[src/rtl/mvm_backward.sv]
// Tiled signed matrix-vector product for the backprop path; optional MVM_BACKWARD_ROUND_EN rounds half up before saturation.
// valid rises P*(K+1)+1 edges after start is sampled; no backpressure, start is ignored unless idle.
module mvm_backward #(
  parameter int MATRIX_WIDTH      = 4,
  parameter int MATRIX_HEIGHT     = 5,
  parameter int VECTOR_CELL_WIDTH = 8,
  parameter int MATRIX_CELL_WIDTH = 8,
  parameter int RESULT_CELL_WIDTH = 8,
  parameter int FRACTION          = 4,
  parameter int TILING_ROW        = 3,
  parameter int TILING_COL        = 3
) (
  input  logic                                                     clk,
  input  logic                                                     rst,
  input  logic                                                     start,
  input  logic [MATRIX_WIDTH*VECTOR_CELL_WIDTH-1:0]                vector,
  input  logic [MATRIX_WIDTH*MATRIX_HEIGHT*MATRIX_CELL_WIDTH-1:0]  matrix,
  output logic [MATRIX_HEIGHT*RESULT_CELL_WIDTH-1:0]               result,
  output logic                                                     valid,
  output logic                                                     busy,
  output logic                                                     error
);

  localparam int P     = (MATRIX_HEIGHT + TILING_ROW - 1) / TILING_ROW;
  localparam int K     = (MATRIX_WIDTH + TILING_COL - 1) / TILING_COL;
  localparam int PW    = (P > 1) ? $clog2(P) : 1;
  localparam int KW    = (K > 1) ? $clog2(K) : 1;
  localparam int PRODW = VECTOR_CELL_WIDTH + MATRIX_CELL_WIDTH;
  localparam int ACCW  = PRODW + $clog2(MATRIX_WIDTH) + 1;
  localparam int VW    = MATRIX_WIDTH * VECTOR_CELL_WIDTH;
  localparam int MW    = MATRIX_WIDTH * MATRIX_HEIGHT * MATRIX_CELL_WIDTH;
  localparam int RW    = MATRIX_HEIGHT * RESULT_CELL_WIDTH;

  localparam logic signed [ACCW-1:0] SAT_MAX = ACCW'(2 ** (RESULT_CELL_WIDTH - 1) - 1);
  localparam logic signed [ACCW-1:0] SAT_MIN = ~SAT_MAX;
`ifdef MVM_BACKWARD_ROUND_EN
  localparam logic signed [ACCW-1:0] RND = ACCW'(2 ** (FRACTION - 1));
`else
  localparam logic signed [ACCW-1:0] RND = '0;
`endif

  typedef enum logic [1:0] {S_IDLE, S_ACCUM, S_WRITE, S_DONE} state_t;

  // Out-of-range rows/columns map to cell 0 so every select stays in bounds; callers mask them.
  function automatic int mat_idx(input int r, input int c);
    return (r < MATRIX_HEIGHT && c < MATRIX_WIDTH) ? (r * MATRIX_WIDTH + c) : 0;
  endfunction

  function automatic int col_idx(input int c);
    return (c < MATRIX_WIDTH) ? c : 0;
  endfunction

  function automatic int row_idx(input int r);
    return (r < MATRIX_HEIGHT) ? r : 0;
  endfunction

  state_t                  state_q, state_d;
  logic [PW-1:0]           pass_q, pass_d;
  logic [KW-1:0]           chunk_q, chunk_d;
  logic [VW-1:0]           vec_q, vec_d;
  logic [MW-1:0]           mat_q, mat_d;
  logic [RW-1:0]           result_q, result_d;
  logic                    valid_q, valid_d;
  logic                    busy_q, busy_d;
  logic                    error_q, error_d;
  logic signed [ACCW-1:0]  acc_q [TILING_ROW];
  logic signed [ACCW-1:0]  acc_d [TILING_ROW];

  logic                    accept, acc_en, wr_en, fin;
  logic signed [MATRIX_CELL_WIDTH-1:0] mat_op [TILING_ROW][TILING_COL];
  logic signed [VECTOR_CELL_WIDTH-1:0] vec_op [TILING_ROW][TILING_COL];
  logic signed [ACCW-1:0]  lane_sum [TILING_ROW];
  logic signed [ACCW-1:0]  rnd, shf;

  always_ff @(posedge clk or negedge rst) begin
    if (!rst) begin
      state_q  <= S_IDLE;
      pass_q   <= '0;
      chunk_q  <= '0;
      vec_q    <= '0;
      mat_q    <= '0;
      result_q <= '0;
      valid_q  <= 1'b0;
      busy_q   <= 1'b0;
      error_q  <= 1'b0;
      for (int i = 0; i < TILING_ROW; i++) acc_q[i] <= '0;
    end else begin
      state_q  <= state_d;
      pass_q   <= pass_d;
      chunk_q  <= chunk_d;
      vec_q    <= vec_d;
      mat_q    <= mat_d;
      result_q <= result_d;
      valid_q  <= valid_d;
      busy_q   <= busy_d;
      error_q  <= error_d;
      for (int i = 0; i < TILING_ROW; i++) acc_q[i] <= acc_d[i];
    end
  end

  always_comb begin
    state_d = state_q;
    case (state_q)
      S_IDLE:  if (start) state_d = S_ACCUM;
      S_ACCUM: if (chunk_q == KW'(K - 1)) state_d = S_WRITE;
      S_WRITE: state_d = (pass_q == PW'(P - 1)) ? S_DONE : S_ACCUM;
      default: state_d = S_IDLE;
    endcase
  end

  always_comb begin
    accept = (state_q == S_IDLE) && start;
    acc_en = (state_q == S_ACCUM);
    wr_en  = (state_q == S_WRITE);
    fin    = (state_q == S_DONE);
  end

  // Operand steering: lane i sees row pass*TILING_ROW+i, columns of chunk k; padding reads as zero.
  always_comb begin
    for (int i = 0; i < TILING_ROW; i++) begin
      for (int j = 0; j < TILING_COL; j++) begin
        mat_op[i][j] = '0;
        vec_op[i][j] = '0;
      end
    end
    for (int p = 0; p < P; p++) begin
      for (int k = 0; k < K; k++) begin
        for (int i = 0; i < TILING_ROW; i++) begin
          for (int j = 0; j < TILING_COL; j++) begin
            if (pass_q == PW'(p) && chunk_q == KW'(k) &&
                (p * TILING_ROW + i) < MATRIX_HEIGHT && (k * TILING_COL + j) < MATRIX_WIDTH) begin
              mat_op[i][j] = mat_q[mat_idx(p * TILING_ROW + i, k * TILING_COL + j) * MATRIX_CELL_WIDTH +: MATRIX_CELL_WIDTH];
              vec_op[i][j] = vec_q[col_idx(k * TILING_COL + j) * VECTOR_CELL_WIDTH +: VECTOR_CELL_WIDTH];
            end
          end
        end
      end
    end
  end

  always_comb begin
    for (int i = 0; i < TILING_ROW; i++) begin
      lane_sum[i] = '0;
      for (int j = 0; j < TILING_COL; j++) begin
        lane_sum[i] = lane_sum[i] + ACCW'(PRODW'(mat_op[i][j]) * PRODW'(vec_op[i][j]));
      end
    end
  end

  always_comb begin
    vec_d    = vec_q;
    mat_d    = mat_q;
    result_d = result_q;
    valid_d  = valid_q;
    busy_d   = busy_q;
    error_d  = error_q;
    pass_d   = pass_q;
    chunk_d  = chunk_q;
    acc_d    = acc_q;
    rnd      = '0;
    shf      = '0;

    if (accept) begin
      vec_d    = vector;
      mat_d    = matrix;
      result_d = '0;
      valid_d  = 1'b0;
      error_d  = 1'b0;
      busy_d   = 1'b1;
      pass_d   = '0;
      chunk_d  = '0;
      for (int i = 0; i < TILING_ROW; i++) acc_d[i] = '0;
    end

    if (acc_en) begin
      for (int i = 0; i < TILING_ROW; i++) acc_d[i] = acc_q[i] + lane_sum[i];
      chunk_d = (chunk_q == KW'(K - 1)) ? '0 : chunk_q + KW'(1);
    end

    if (wr_en) begin
      for (int p = 0; p < P; p++) begin
        for (int i = 0; i < TILING_ROW; i++) begin
          if (pass_q == PW'(p) && (p * TILING_ROW + i) < MATRIX_HEIGHT) begin
            rnd = acc_q[i] + RND;
            shf = rnd >>> FRACTION;
            if (shf > SAT_MAX) begin
              result_d[row_idx(p * TILING_ROW + i) * RESULT_CELL_WIDTH +: RESULT_CELL_WIDTH] = SAT_MAX[RESULT_CELL_WIDTH-1:0];
              error_d = 1'b1;
            end else if (shf < SAT_MIN) begin
              result_d[row_idx(p * TILING_ROW + i) * RESULT_CELL_WIDTH +: RESULT_CELL_WIDTH] = SAT_MIN[RESULT_CELL_WIDTH-1:0];
              error_d = 1'b1;
            end else begin
              result_d[row_idx(p * TILING_ROW + i) * RESULT_CELL_WIDTH +: RESULT_CELL_WIDTH] = shf[RESULT_CELL_WIDTH-1:0];
            end
          end
        end
      end
      for (int i = 0; i < TILING_ROW; i++) acc_d[i] = '0;
      pass_d = (pass_q == PW'(P - 1)) ? '0 : pass_q + PW'(1);
    end

    if (fin) begin
      valid_d = 1'b1;
      busy_d  = 1'b0;
    end
  end

  assign result = result_q;
  assign valid  = valid_q;
  assign busy   = busy_q;
  assign error  = error_q;

endmodule
[config.mk]
export PLATFORM = sky130hd
export DESIGN_NAME = mvm_backward
export DESIGN_NICKNAME = d
export VERILOG_FILES = /design/src/rtl/mvm_backward.sv
export SDC_FILE = /design/constraint.sdc
export NUM_CORES = 2
export LEC_CHECK = 0
export CAP_MARGIN = 10
export CORE_ASPECT_RATIO = 1.4
export CORE_MARGIN = 2
export CORE_UTILIZATION = 37
export CTS_CLUSTER_SIZE = 14
export DETAILED_ROUTE_END_ITERATION = 8
export GPL_TIMING_DRIVEN = 0
export HOLD_SLACK_MARGIN = 0.08
export REMOVE_ABC_BUFFERS = 1
export SLEW_MARGIN = 40
export SYNTH_ARGS = -nofsm -noshare
export SYNTH_HDL_FRONTEND = slang
export SYNTH_SLANG_ARGS = --single-unit
[constraint.sdc]
create_clock -name clk -period 7.1 [get_ports clk]
set_input_delay 1.775 -clock clk [delete_from_list [all_inputs] [get_ports clk]]
set_output_delay 1.775 -clock clk [all_outputs]
set_load 0.005 [all_outputs]
==> flow_summary.toml <==
[run_status]
outcome = "finished with violations"
violations = "setup timing"

[synth]
synth.distinct_cells = 61
post-synth-top-area-cell = "fa_1"
ys_ff_latch = 296
synth_edf_count = 0
synth_common_cells = "inv_1, nand2_1, fa_1"
synth_top_area_share_pct = 38.6
yosys-top-cells-area = "fa_1, dfrtp_1, inv_1, ha_1, nand2_1"
synthCells = 4293
synthArstFlopShare_pct = 100
ys.flop_type = "dfrtp_1"
synth.yosys.seq_area_share_pct = 18.7
synth_area_um2 = 39700
ys_warn_count = 0
syn_area_per_cell_um2 = 9.24
yosysMostFrequentCell = "inv_1"

[clocking]
ctsHoldBuffers = 0
clock_latency_ps = 600
cts_tree = "built"
cts.sinks = 296
clockRootBuffer = "clkbuf_16"
clockBufferDepth = 3
cts_inserted_buffers = 38
htreeDepth = 2
clkTransAtPathRegs_ps = 60

[detailed_routing]
highest_layer = "met4"
drtAntennaViolNets = 0
firstDrtPassIters = 7
dr.first_iter.drc_count = 1252
vias = 29500
wl_met2_um = 64500
drc = 0
wirelength_um = 118000
wl_met3_um = 3840
wire_per_inst_um = 19.6
drt-met1-wl_um = 43900
routed_via_density = 4.89

[floorplanning]
io_pins = 238
die_h_um = 391
die_w_um = 281
core_um2 = 107000
num_rows = 142
start_util_pct = 37.2
die-area_um2 = 110000

[sta]
hold_viol_final = 0
fin_crit_ps = 7450
grt_setup_unrepaired = "true"
fin_skew_ps = 25.2
fin_ws_ps = -345
worst_slew_pin_slew_ps = 835
period_share_pct = 105
maxSlewViolCount = 0
fmax_mhz = 134
slew_headroom_pct = 42.8
setup_viol = 19
tns_ps = -3020

[placement]
place_ws_ps = -1370
hpwl_um = 92700
io_buffers = 237
gp_congestion = 0.885

[worst_hold_path]
hold_class = "reg -> reg"
hold_start = "mat_q[127]$_DFFE_PN0P_"

[final_layout]
fillers = 10100
multiInputGateArea_um2 = 29700
synthToLayoutAreaGrowth_pct = 23.6
ff_latch_area_um2 = 7410
drive_above_1_share_pct = 14.3
nets = 5879

[global_routing]
first_global_vias = 32800
track_usage_pct = 22.4
grt_pass1_wl_um = 186000
grt_max_degree = 73
antenna_found_initial = 2
gr-total-overflow = 0

[setup_path]
cp-start-kind = "register"
cp_slowest_cell = "fa_2"
cp_max_fo = 6
crit_type = "reg -> reg"
cp-end-kind = "register"
startpoint = "chunk_q$_DFFE_PN0P_"
critPathArrivalTime_ps = 7920
max_stage_delay_ps = 620
r2r-start = "chunk_q$_DFFE_PN0P_"
required_ps = 7570
cpMostUsedCell = "fa_1"

[flow_run]
maxCapViolations = 0
placed cells by master (no fill, tap or decap), drive strengths merged, types with 12 or more instances in the layout:
cell type / count
xor2: 18
ha: 282
and3: 69
fa: 765
and2: 45
nand3: 39
nand2b: 37
nor2b: 26
nor3: 18
a22o: 17
dfrtp: 296
nor2: 300
clkbuf: 49
a21oi: 33
or3: 16
buf: 212
nand2: 842
mux4: 12
inv: 958
o21ai: 115
xnor2: 48
mux2i: 55
or2: 48
clkdlybuf4s50: 236
critical path: cells and delay by family (launching register included):
family                     cells  cell delay, ps
AOI/OAI and AO/OA              4             870
DFF                            1             500
and+or+nand+nor                5            1020
adders and majority gates      8            3790
buffers and inverters         10            1120
kinds of logic (layout without fill, tap and decap cells):
| logic type | Yosys count | after routing | share of synthesized area (%) |
|---|---|---|---|
| XOR/XNOR | 66 | 66 | 1.46 |
| buffers and inverters | 1111 | 1481 | 10.6 |
| AND/OR/NAND/NOR | 1462 | 1463 | 15.7 |
| flip-flops | 296 | 296 | 18.7 |
| other | 0 | 2 | 0 |
| AO/OA/AOI/OAI | 234 | 234 | 3.72 |
| adder cells (fa/ha/maj) | 1047 | 1047 | 47.5 |
| multiplexers | 77 | 77 | 2.35 |
layout make-up:
class / count / share of cell area, %
clock buffers: 47 / 2.11
inverters: 957 / 7.34
multi-input cells: 2887 / 60.5
well taps: 1368 / 3.49
flip-flops and latches: 296 / 15.1
diodes: 2 / 0.0102
clock inverters: 20 / 0.503
repair buffers: 457 / 10.9
through the flow:
step	utilization (%)	cell area [um2]	instances	hold WS (ps)
2_1_floorplan	-	39100	4139	440
3_3_place_gp	40.5	43100	5744	454
3_5_place_dp	41.4	44100	5780	458
4_1_cts	45.3	48300	6001	473
5_1_grt	46.0	49000	6033	493
6_report	46.0	49000	6034	469
per-layer routing:
layer	track usage (%)	up-vias
li1	-	13500
met1	25.7	15200
met2	42.0	632
met3	2.05	213
met4	9.40	0
met5	0	-
flip-flops by register name (all words and copies together) (netlist names), 2 cells and up:
name / cells
mat_q: 160
result: 40
state_q: 2
acc_q: 57
vec_q: 32
what timing repair did:
| item | 4_1_cts | 5_1_grt |
|---|---|---|
| pin swaps | 119 | 114 |
| endpoints found under the setup margin | 39 | 28 |
| gates resized for setup | 334 | 115 |
| gates cloned | 15 | 2 |
| setup buffers | 139 | 30 |
final timing paths:
| check | to | slack (ps) | depth (start not counted) |
|---|---|---|---|
| max | acc_q[18]$_DFFE_PN0P_ | -350 | 27 |
| min | mat_q[127]$_DFFE_PN0P_ | 470 | 2 |
| max reg2reg | acc_q[18]$_DFFE_PN0P_ | -350 | 27 |
| min reg2reg | mat_q[127]$_DFFE_PN0P_ | 470 | 2 |
| max in group asynchronous | pass_q$_DFFE_PN0P_ | 4830 | 3 |
| min in group asynchronous | mat_q[73]$_DFFE_PN0P_ | 1100 | 1 |
Power is left out: the tool's default activity adds up to more than one toggle a clock period on the data nets, which glitch-free logic cannot reach.
